$ cat config.mk
export PLATFORM = sky130hd
export DESIGN_NAME = nibble_cpu_p
export DESIGN_NICKNAME = d
export VERILOG_FILES = /design/src/rtl/nibble_cpu_p_pkg.sv /design/src/rtl/nibble_cpu_p_call_stack.sv /design/src/rtl/nibble_cpu_p.sv
export SDC_FILE = /design/constraint.sdc
export NUM_CORES = 1
export LEC_CHECK = 0
export ABC_AREA = 1
export CAP_MARGIN = 40
export CORE_ASPECT_RATIO = 1.75
export CORE_UTILIZATION = 51
export CTS_BUF_LIST = sky130_fd_sc_hd__clkbuf_4 sky130_fd_sc_hd__clkbuf_8
export DETAILED_ROUTE_END_ITERATION = 12
export HOLD_SLACK_MARGIN = 0.02
export PLACE_DENSITY_LB_ADDON = 0.1
export SYNTH_ARGS = -nofsm -noshare
export SYNTH_HDL_FRONTEND = slang
export SYNTH_SLANG_ARGS = --single-unit
$ cat constraint.sdc
create_clock -name clock -period 2.8 [get_ports clock]
set_clock_uncertainty 0.2 [all_clocks]
set_input_delay 0.28 -clock clock [delete_from_list [all_inputs] [get_ports clock]]
set_output_delay 0.28 -clock clock [all_outputs]
set_load 0.02 [all_outputs]
$ cat src/rtl/nibble_cpu_p_pkg.sv
// Shared opcodes, FSM state encodings and instruction-length predicate for nibble_cpu_p.
package nibble_cpu_p_pkg;

    typedef enum logic [1:0] {
        ST_FETCH      = 2'd0,
        ST_FETCH_ADDR = 2'd1,
        ST_EXEC       = 2'd2,
        ST_HALT       = 2'd3
    } state_t;

    localparam logic [3:0] OP_JC    = 4'h0;
    localparam logic [3:0] OP_JNC   = 4'h1;
    localparam logic [3:0] OP_CMPI  = 4'h2;
    localparam logic [3:0] OP_CMPM  = 4'h3;
    localparam logic [3:0] OP_LIT   = 4'h4;
    localparam logic [3:0] OP_IO    = 4'h5;
    localparam logic [3:0] OP_LD    = 4'h6;
    localparam logic [3:0] OP_ST    = 4'h7;
    localparam logic [3:0] OP_JZ    = 4'h8;
    localparam logic [3:0] OP_JNZ   = 4'h9;
    localparam logic [3:0] OP_ADDI  = 4'hA;
    localparam logic [3:0] OP_ADDM  = 4'hB;
    localparam logic [3:0] OP_JMP   = 4'hC;
    localparam logic [3:0] OP_NANDI = 4'hD;
    localparam logic [3:0] OP_CALL  = 4'hE;
    localparam logic [3:0] OP_RET   = 4'hF;

    // Opcodes carrying an address in a second program word.
    function automatic logic is_two_word(input logic [3:0] op);
        case (op)
            OP_JC, OP_JNC, OP_CMPM, OP_LD, OP_ST,
            OP_JZ, OP_JNZ, OP_ADDM, OP_JMP, OP_CALL: return 1'b1;
            default:                                 return 1'b0;
        endcase
    endfunction

endpackage

$ cat src/rtl/nibble_cpu_p_call_stack.sv
// Return-address LIFO: push writes top, pop drops it; dout shows top combinationally.
// Pointer saturates (never wraps); callers must not push when full or pop when empty.
module call_stack #(
    parameter int ADDR_W      = 12,
    parameter int STACK_DEPTH = 4
) (
    input  logic              clock,
    input  logic              reset,
    input  logic              push,
    input  logic              pop,
    input  logic [ADDR_W-1:0] din,
    output logic [ADDR_W-1:0] dout,
    output logic              full,
    output logic              empty
);
    localparam int SP_W = $clog2(STACK_DEPTH + 1);
    localparam int IX_W = (STACK_DEPTH > 1) ? $clog2(STACK_DEPTH) : 1;

    logic [ADDR_W-1:0] mem [STACK_DEPTH];
    logic [SP_W-1:0]   sp;
    logic [SP_W-1:0]   sp_dec;

    assign sp_dec = sp - SP_W'(1);
    assign dout   = mem[sp_dec[IX_W-1:0]];
    assign full   = (sp == SP_W'(STACK_DEPTH));
    assign empty  = (sp == '0);

    always_ff @(posedge clock or posedge reset) begin
        if (reset) begin
            sp <= '0;
        end else if (push && !full) begin
            sp <= sp + SP_W'(1);
        end else if (pop && !empty) begin
            sp <= sp_dec;
        end
    end

    // Entries are not cleared: only the pointer defines validity.
    always_ff @(posedge clock) begin
        if (push && !full) begin
            mem[sp[IX_W-1:0]] <= din;
        end
    end

endmodule

$ cat src/rtl/nibble_cpu_p.sv
// Multi-cycle accumulator CPU: 2 cycles per 1-word instruction, 3 per 2-word instruction.
// No backpressure: ROM/RAM are combinational; a stack error parks the core in HALT until reset.
module nibble_cpu_p
    import nibble_cpu_p_pkg::*;
#(
    parameter int DATA_W      = 4,
    parameter int PW          = DATA_W + 4,
    parameter int ADDR_W      = 12,
    parameter int STACK_DEPTH = 4
) (
    input  logic              clock,
    input  logic              reset,
    output logic [ADDR_W-1:0] prog_addr,
    input  logic [PW-1:0]     prog_data,
    output logic [ADDR_W-1:0] ram_addr,
    output logic [DATA_W-1:0] ram_wdata,
    output logic              ram_we,
    input  logic [DATA_W-1:0] ram_rdata,
    input  logic [DATA_W-1:0] pushbuttons,
    output logic [DATA_W-1:0] ff_out,
    output logic [DATA_W-1:0] accu,
    output logic [ADDR_W-1:0] pc,
    output logic              c_flag,
    output logic              z_flag,
    output logic [1:0]        phase,
    output logic              halted,
    output logic              stack_err
);
    state_t              state, state_nxt;
    logic [3:0]          instr, instr_nxt;
    logic [DATA_W-1:0]   oprnd, oprnd_nxt;
    logic [PW-1:0]       addr_lo, addr_lo_nxt;
    logic [ADDR_W-1:0]   pc_nxt, ea, stk_dout;
    logic [DATA_W-1:0]   accu_nxt, ff_nxt, alu_b;
    logic                c_nxt, z_nxt, err_nxt;
    logic                push, pop, stk_full, stk_empty;
    logic [DATA_W+1:0]   alu_out;
    logic [DATA_W+PW-1:0] ea_full;

    // Returns {carry, zero, result}; non-ALU opcodes pass A and the old flags through.
    function automatic logic [DATA_W+1:0] alu(input logic [3:0] op, input logic [DATA_W-1:0] a,
                                              input logic [DATA_W-1:0] b, input logic c_in,
                                              input logic z_in);
        logic [DATA_W:0]   sum;
        logic [DATA_W-1:0] r;
        case (op)
            OP_ADDI, OP_ADDM: begin
                sum = {1'b0, a} + {1'b0, b};
                return {sum[DATA_W], (sum[DATA_W-1:0] == '0), sum[DATA_W-1:0]};
            end
            OP_CMPI, OP_CMPM: begin
                sum = {1'b0, a} + {1'b0, ~b} + (DATA_W+1)'(1);
                return {sum[DATA_W], (sum[DATA_W-1:0] == '0), a};
            end
            OP_NANDI: begin
                r = ~(a & b);
                return {1'b0, (r == '0), r};
            end
            default: return {c_in, z_in, a};
        endcase
    endfunction

    assign ea_full   = {oprnd, addr_lo};
    assign ea        = ea_full[ADDR_W-1:0];
    assign alu_b     = (instr == OP_CMPM || instr == OP_ADDM) ? ram_rdata : oprnd;
    assign alu_out   = alu(instr, accu, alu_b, c_flag, z_flag);
    assign prog_addr = pc;
    assign ram_addr  = (state == ST_EXEC) ? ea : '0;
    assign ram_we    = (state == ST_EXEC) && (instr == OP_ST);
    assign ram_wdata = accu;
    assign phase     = state;
    assign halted    = (state == ST_HALT);

    call_stack #(
        .ADDR_W      (ADDR_W),
        .STACK_DEPTH (STACK_DEPTH)
    ) u_stack (
        .clock (clock),
        .reset (reset),
        .push  (push),
        .pop   (pop),
        .din   (pc),
        .dout  (stk_dout),
        .full  (stk_full),
        .empty (stk_empty)
    );

    always_comb begin
        state_nxt   = state;
        instr_nxt   = instr;
        oprnd_nxt   = oprnd;
        addr_lo_nxt = addr_lo;
        pc_nxt      = pc;
        accu_nxt    = accu;
        c_nxt       = c_flag;
        z_nxt       = z_flag;
        ff_nxt      = ff_out;
        err_nxt     = stack_err;
        push        = 1'b0;
        pop         = 1'b0;
        case (state)
            ST_FETCH: begin
                instr_nxt = prog_data[PW-1:DATA_W];
                oprnd_nxt = prog_data[DATA_W-1:0];
                pc_nxt    = pc + ADDR_W'(1);
                state_nxt = is_two_word(prog_data[PW-1:DATA_W]) ? ST_FETCH_ADDR : ST_EXEC;
            end
            ST_FETCH_ADDR: begin
                addr_lo_nxt = prog_data;
                pc_nxt      = pc + ADDR_W'(1);
                state_nxt   = ST_EXEC;
            end
            ST_EXEC: begin
                state_nxt = ST_FETCH;
                {c_nxt, z_nxt, accu_nxt} = alu_out;
                case (instr)
                    OP_LIT: accu_nxt = oprnd;
                    OP_IO: begin
                        if (oprnd[0]) ff_nxt = accu;
                        else          accu_nxt = pushbuttons;
                    end
                    OP_LD:  accu_nxt = ram_rdata;
                    OP_JC:  if (c_flag)  pc_nxt = ea;
                    OP_JNC: if (!c_flag) pc_nxt = ea;
                    OP_JZ:  if (z_flag)  pc_nxt = ea;
                    OP_JNZ: if (!z_flag) pc_nxt = ea;
                    OP_JMP: pc_nxt = ea;
                    OP_CALL: begin
                        if (stk_full) begin
                            err_nxt   = 1'b1;
                            state_nxt = ST_HALT;
                        end else begin
                            push   = 1'b1;
                            pc_nxt = ea;
                        end
                    end
                    OP_RET: begin
                        if (stk_empty) begin
                            err_nxt   = 1'b1;
                            state_nxt = ST_HALT;
                        end else begin
                            pop    = 1'b1;
                            pc_nxt = stk_dout;
                        end
                    end
                    default: ;
                endcase
            end
            default: ;
        endcase
    end

    always_ff @(posedge clock or posedge reset) begin
        if (reset) begin
            state     <= ST_FETCH;
            instr     <= '0;
            oprnd     <= '0;
            addr_lo   <= '0;
            pc        <= '0;
            accu      <= '0;
            c_flag    <= 1'b0;
            z_flag    <= 1'b0;
            ff_out    <= '0;
            stack_err <= 1'b0;
        end else begin
            state     <= state_nxt;
            instr     <= instr_nxt;
            oprnd     <= oprnd_nxt;
            addr_lo   <= addr_lo_nxt;
            pc        <= pc_nxt;
            accu      <= accu_nxt;
            c_flag    <= c_nxt;
            z_flag    <= z_nxt;
            ff_out    <= ff_nxt;
            stack_err <= err_nxt;
        end
    end

endmodule

======== After elaboration in Yosys (flattened, before gate mapping) ========
Memories as Yosys holds them, arrays and structs flattened.
Index checks and enable logic that the tools add are counted.
operators by class
  reduce and logical (&&, ||, !) cells .... 24
  equal/unequal tests ..................... 28
  bitwise gates (word level) .............. 3
  muxes and demuxes ....................... 32
  add/sub/neg operators ................... 6
operator list
  kind                                                                    count
  12-bit two-way mux                                                      7
  12-bit case mux with 7 select lines                                     1
  4-bit equality test (second input constant)                             8
  12-bit case mux with 2 select lines                                     1
  3-bit != test (second input constant)                                   6
  6-bit case mux with 3 select lines                                      1
  4-bit by 3-bit equality test with 1-bit output (second input constant)  4
  4-bit zero test                                                         4
  12-bit by 1-bit adder with 12-bit output (second input constant)        1
  4-bit case mux with 3 select lines                                      1
  1-bit two-way mux                                                       11
  4-bit by 4-bit adder with 5-bit output                                  2
  4-bit by 2-bit equality test with 1-bit output (second input constant)  2
  4-bit two-way mux                                                       2
  8-bit by 1-bit != test with 1-bit output (second input constant)        1
  4-bit inverter                                                          2
  8-bit AND reduction                                                     1
  2-bit two-way mux                                                       3
  3-bit two-way mux                                                       2
  2-bit case mux with 3 select lines                                      1
  2-bit nonzero test                                                      3
  3-bit nonzero test                                                      2
  2-bit OR reduction                                                      3
  5-bit by 1-bit adder with 5-bit output (second input constant)          1
  18 further kinds                                                        23
storage, ports and cells
  output and inout port bits .............. 55
  memory bits (read-only) ................. 16
  memories kept ........................... 2
  input port bits ......................... 18
  logic and storage cells ................. 106
  register bits after elaboration ......... 44
  memory bits (writable) .................. 48
memory list
  name              depth  width  read ports  clocked after memory_dff  wr ports  line                           text
  u_stack.mem       4      12     1           0                         1         nibble_cpu_p_call_stack.sv:19  logic [ADDR_W-1:0] mem [STACK_DEPTH];
  (name not given)  16     1      1           0                         0         nibble_cpu_p_pkg.sv:30         case (op)

======== Depth between registers and ports, before layout ========
  depth in word-level cells ............... 10
  depth in mapped cells ................... 15
  gate-level depth less buffers ........... 15

======== Cells and area by module ========
A second synthesis with hierarchy kept.
second synthesis, totals
  cell total of the unflattened synthesis .. 671
  area, all modules ....................... 5466.5 µm²
modules (own cells, without submodules)
  module        cells each  sequential area each (µm²)  instances  area each (µm²)
  nibble_cpu_p  483         1026.0                      1          3220.6
  call_stack    188         1516.5                      1          2245.9

======== Least setup slack after synthesis ========
No wires, ideal clock.
  path type ............................... reg2reg
  start ................................... reg u_stack.sp[0]
  end ..................................... reg u_stack.sp[2]
  stages on the path, launching flop included .. 12
  period minus slack after synthesis ...... 2.737 ns
  setup time .............................. 0.123 ns
  arrival ................................. 2.414 ns
  buffers on the path ..................... 2
  path slack .............................. 0.063 ns
  data required time ...................... 2.477 ns
  cells stage by stage .................... dfrtp_1 > buf_2 > inv_1 > buf_2 > ha_1 > ha_1 > inv_1 > nand4_1 > nor2_1 > a22oi_1 > nor2_1 > nor2_1
on the way
  cells in the longest elaborated chain, start to end .. 6
  elaborated cells between the ends (all ways) .. 17
  classes of those cells .................. add/sub (2); eq/ne (1); mux (8); reduce/logical (6)
RTL lines
  element                                                  line                                                          text
  start, declared                                          nibble_cpu_p_call_stack.sv:20                                 logic [SP_W-1:0] sp;
  start signal, assigned                                   nibble_cpu_p_call_stack.sv:32                                 sp <= sp + SP_W'(1);
  start signal, assigned                                   nibble_cpu_p_call_stack.sv:34                                 sp <= sp_dec;
  3-bit equality test or 3-bit zero test (tied branches)   nibble_cpu_p_call_stack.sv:25, nibble_cpu_p_call_stack.sv:26
  1-bit two-way mux (on tied branches)                     nibble_cpu_p.sv:129, nibble_cpu_p.sv:138
  1-bit two-way mux                                        nibble_cpu_p.sv:116                                           case (instr)
  1-bit two-way mux                                        nibble_cpu_p.sv:101                                           case (state)
  1-bit logical AND (on tied branches)                     nibble_cpu_p_call_stack.sv:31, nibble_cpu_p_call_stack.sv:33
  3-bit two-way mux or 2-bit nonzero test (tied branches)  -
Parallel ways exist; a longest one is shown, timed or not. The select of a mux whose other input is x is not followed.
A chain may end at the register's enable or synchronous reset.

======== Worst setup path after layout ========
  start ................................... reg state[0], in the netlist phase[0]
  end ..................................... out ram_addr[1]
on the way
  cells in the longest elaborated chain, start to end .. 2
RTL lines
  element                 line                 text
  start, declared         nibble_cpu_p.sv:29   state_t state, state_nxt;
  start signal, assigned  nibble_cpu_p.sv:166  state <= state_nxt;
  2-bit equality test     nibble_cpu_p.sv:68   assign ram_addr = (state == ST_EXEC) ? ea : '0;
  12-bit two-way mux      nibble_cpu_p.sv:68
  end, declared           nibble_cpu_p.sv:15   output logic [ADDR_W-1:0] ram_addr,
Every way passes these cells.

==> run metrics <==
Final Core Density a little over three fifths; TritonCTS Buffers 9; grt total ovfl 0; Worst-path clk slew 0.08 ns; Synth area leader edfxtp_1; Worst-Margin Slew roughly 0.50 ns; reg2reg end accu[3]; WL/cell 17.00 um; CTS tree built; vias in the first global route 4432; CTS root buffer clkbuf_8; Max Cap Viol 0; antenna viol nets, final 0; Final min period around 2.6 ns; most frequent cells in the layout nand2_1, inv_1, clkdlybuf4s50_1; drt initial violations about 260; Critical Path Source phase[0]; Pre-Repair DR Iteration Count 7; Critical Path AT roughly 2.2 ns; Hold Crit Start stack_err; vias per inst 5.341; Area contributors post-synth edfxtp_1, dfrtp_1, nand2_1; R2R depth 15; sequential share of the synthesized area approximately half; Power, Total between 0.002 and 0.0025 W; initial antenna violation count 0; clock sinks between 90 and 100; Ports 73; Initial Util 52.63%; Setup-failing EPs final 0; number of synthesized flops with an enable pin 48; Synth top area share between 20% and 30%; startpoint types flip-flop; reg2reg setup slack around 0.27 ns; worst path required time approximately 2.3 ns; Filler cells 922; area of the multi-input gates ~0.0021 mm^2; Skew-Pair Late Insertion Delay ~0.37 ns; DIE AREA 0.01059 mm^2; global-route wire length before repair 22.45 mm; diodes inserted 0; syn avg cell area approximately 8.2 um^2; Area Overhead vs Synth 19.48%; DP HPWL 10.68 mm; Main synth FF type edfxtp_1; Die H 135.4 um; Crit Path Max Fanout 16; ys async rst share between 40% and 50%; mapped cell area roughly 0.0052 mm^2; gate count after technology mapping 634; worst vdd ir between 0.0004 and 0.0005 V; largest net degree at the start of global routing 28; FF+latch count, synth 92; PD cells between 300 and 400 mW/mm^2; Worst Setup Path Type reg2out; gr usage total between 20 and 30%; period utilization a little over nine tenths; leakage 2.710 nW; DRC 0; Slew Limit Headroom approximately 67%; CP endpoint ram_addr[1]; YS warnings 0; Total Routed Length between 10 and 15 mm; synthesized net count between 600 and 700; CP Capture Type output pin; fmax ~380 MHz; RSZ-0062 raised after global routing no; share of cells above drive strength 1 under 10%; setup_tns 0 ns; post-CTS setup buffers 0; Worst Hold Class reg2reg; register area roughly 0.0025 mm^2; status complete, no violations; Slew Limit Fails 0; Via Count ~4400; FF-to-FF Start instr[2]; final hold violation count 0; cell row count between 40 and 50; Die Wd between 70 and 80 um; GPL Wtd Cong roughly 0.90; Synth cell types 35; Max Root-Sink Buffers 2; maximum level of the CTS H-tree 3; IO buf count 72; commonest non-fill, non-tap cell in the layout nand2_1; core box area a little under 0.01 mm^2; Final nets around 740
[cell usage after synthesis (6+ instances only)]
cell type and n:
buf_4 17, nor3_1 8, nand3_1 34, nand2_1 161, a21oi_1 23, o21ai_0 66
ha_1 20, nand4_1 6, o211ai_1 8, dfrtp_1 44, inv_1 87, edfxtp_1 48
clkbuf_1 10, o21ai_1 9, nor2_1 62
[per-stage QoR]
stage          instance area [um^2]  hold slack, ns  instances  setup slack, ns
4_1_cts                        6176          0.2829        833          0.08172
5_1_grt                        6193          0.2961        833         0.001019
3_5_place_dp                   5989          0.2630        816          0.08546
6_report                       6193          0.2790        833           0.1741
2_1_floorplan                  5184          0.1924        634          0.06283
3_3_place_gp                   5989          0.2556        816           0.1379
[timing repair]
item	4_1_cts	5_1_grt
gates resized for setup	0	8
hold buffers	1	0
hold endpoints to repair	6	0
setup endpoints to repair	0	4
[layer usage]
metal | up-vias | global-route usage, % | wire length [um]
met5 | - | 0 | 0
met3 | 44 | 2.963 | 565
met1 | 2059 | 30.10 | 5090
met4 | 0 | 18.83 | 758
li1 | 2178 | - | -
met2 | 168 | 52.88 | 7744
[sequential cells by signal (all words and copies together) (netlist names)]
signal       cells
u_stack.mem     48
pc              12
addr_lo          8
accu             4
ff_out           4
instr            4
oprnd            4
u_stack.sp       3
phase            2
c_flag           1
stack_err        1
z_flag           1
[worst max-delay path, cell delays in order, from the launching register on]
cell,delay (ns)
dfrtp_1,0.46
inv_1,0.11
ha_1,0.21
buf_4,0.26
nand2_1,0.07
inv_1,0.06
clkdlybuf4s50_1,0.62
[power breakdown]
group	switching [W]	total, W	internal (W)
Clock	0.000480	0.000820	0.000340
Sequential	0	0.00141	0.00141
Combinational	0.0000240	0.0000493	0.0000253
[worst min path at each step]
| stage | end | cells past startpoint |
|---|---|---|
| global route | stack_err | 1 |
| detailed placement | stack_err | 1 |
| global placement | stack_err | 1 |
| CTS | stack_err | 1 |
| floorplan | addr_lo[2] | 2 |
| finish | stack_err | 1 |
[cells by family (layout without fill, tap and decap cells)]
family	count (synthesis)	after routing	share of synthesized area, %
compound gates	116	116	12.17
simple gates	276	276	21.65
xor+xnor	5	5	0.8450
flops	92	92	49.05
fa+ha+maj	22	22	5.600
buf+inv	122	196	10.48
mux	1	1	0.2172
[area by class of cell]
| type | count | area share [%] |
|---|---|---|
| flip-flops and latches | 92 | 41.07 |
| multi-input cells | 420 | 34.14 |
| repair buffers | 91 | 13.98 |
| inverters | 89 | 5.434 |
| well taps | 125 | 2.525 |
| clock buffers | 10 | 2.121 |
| clock inverters | 6 | 0.7273 |
Note: power is estimated with default switching activity, not from simulation.
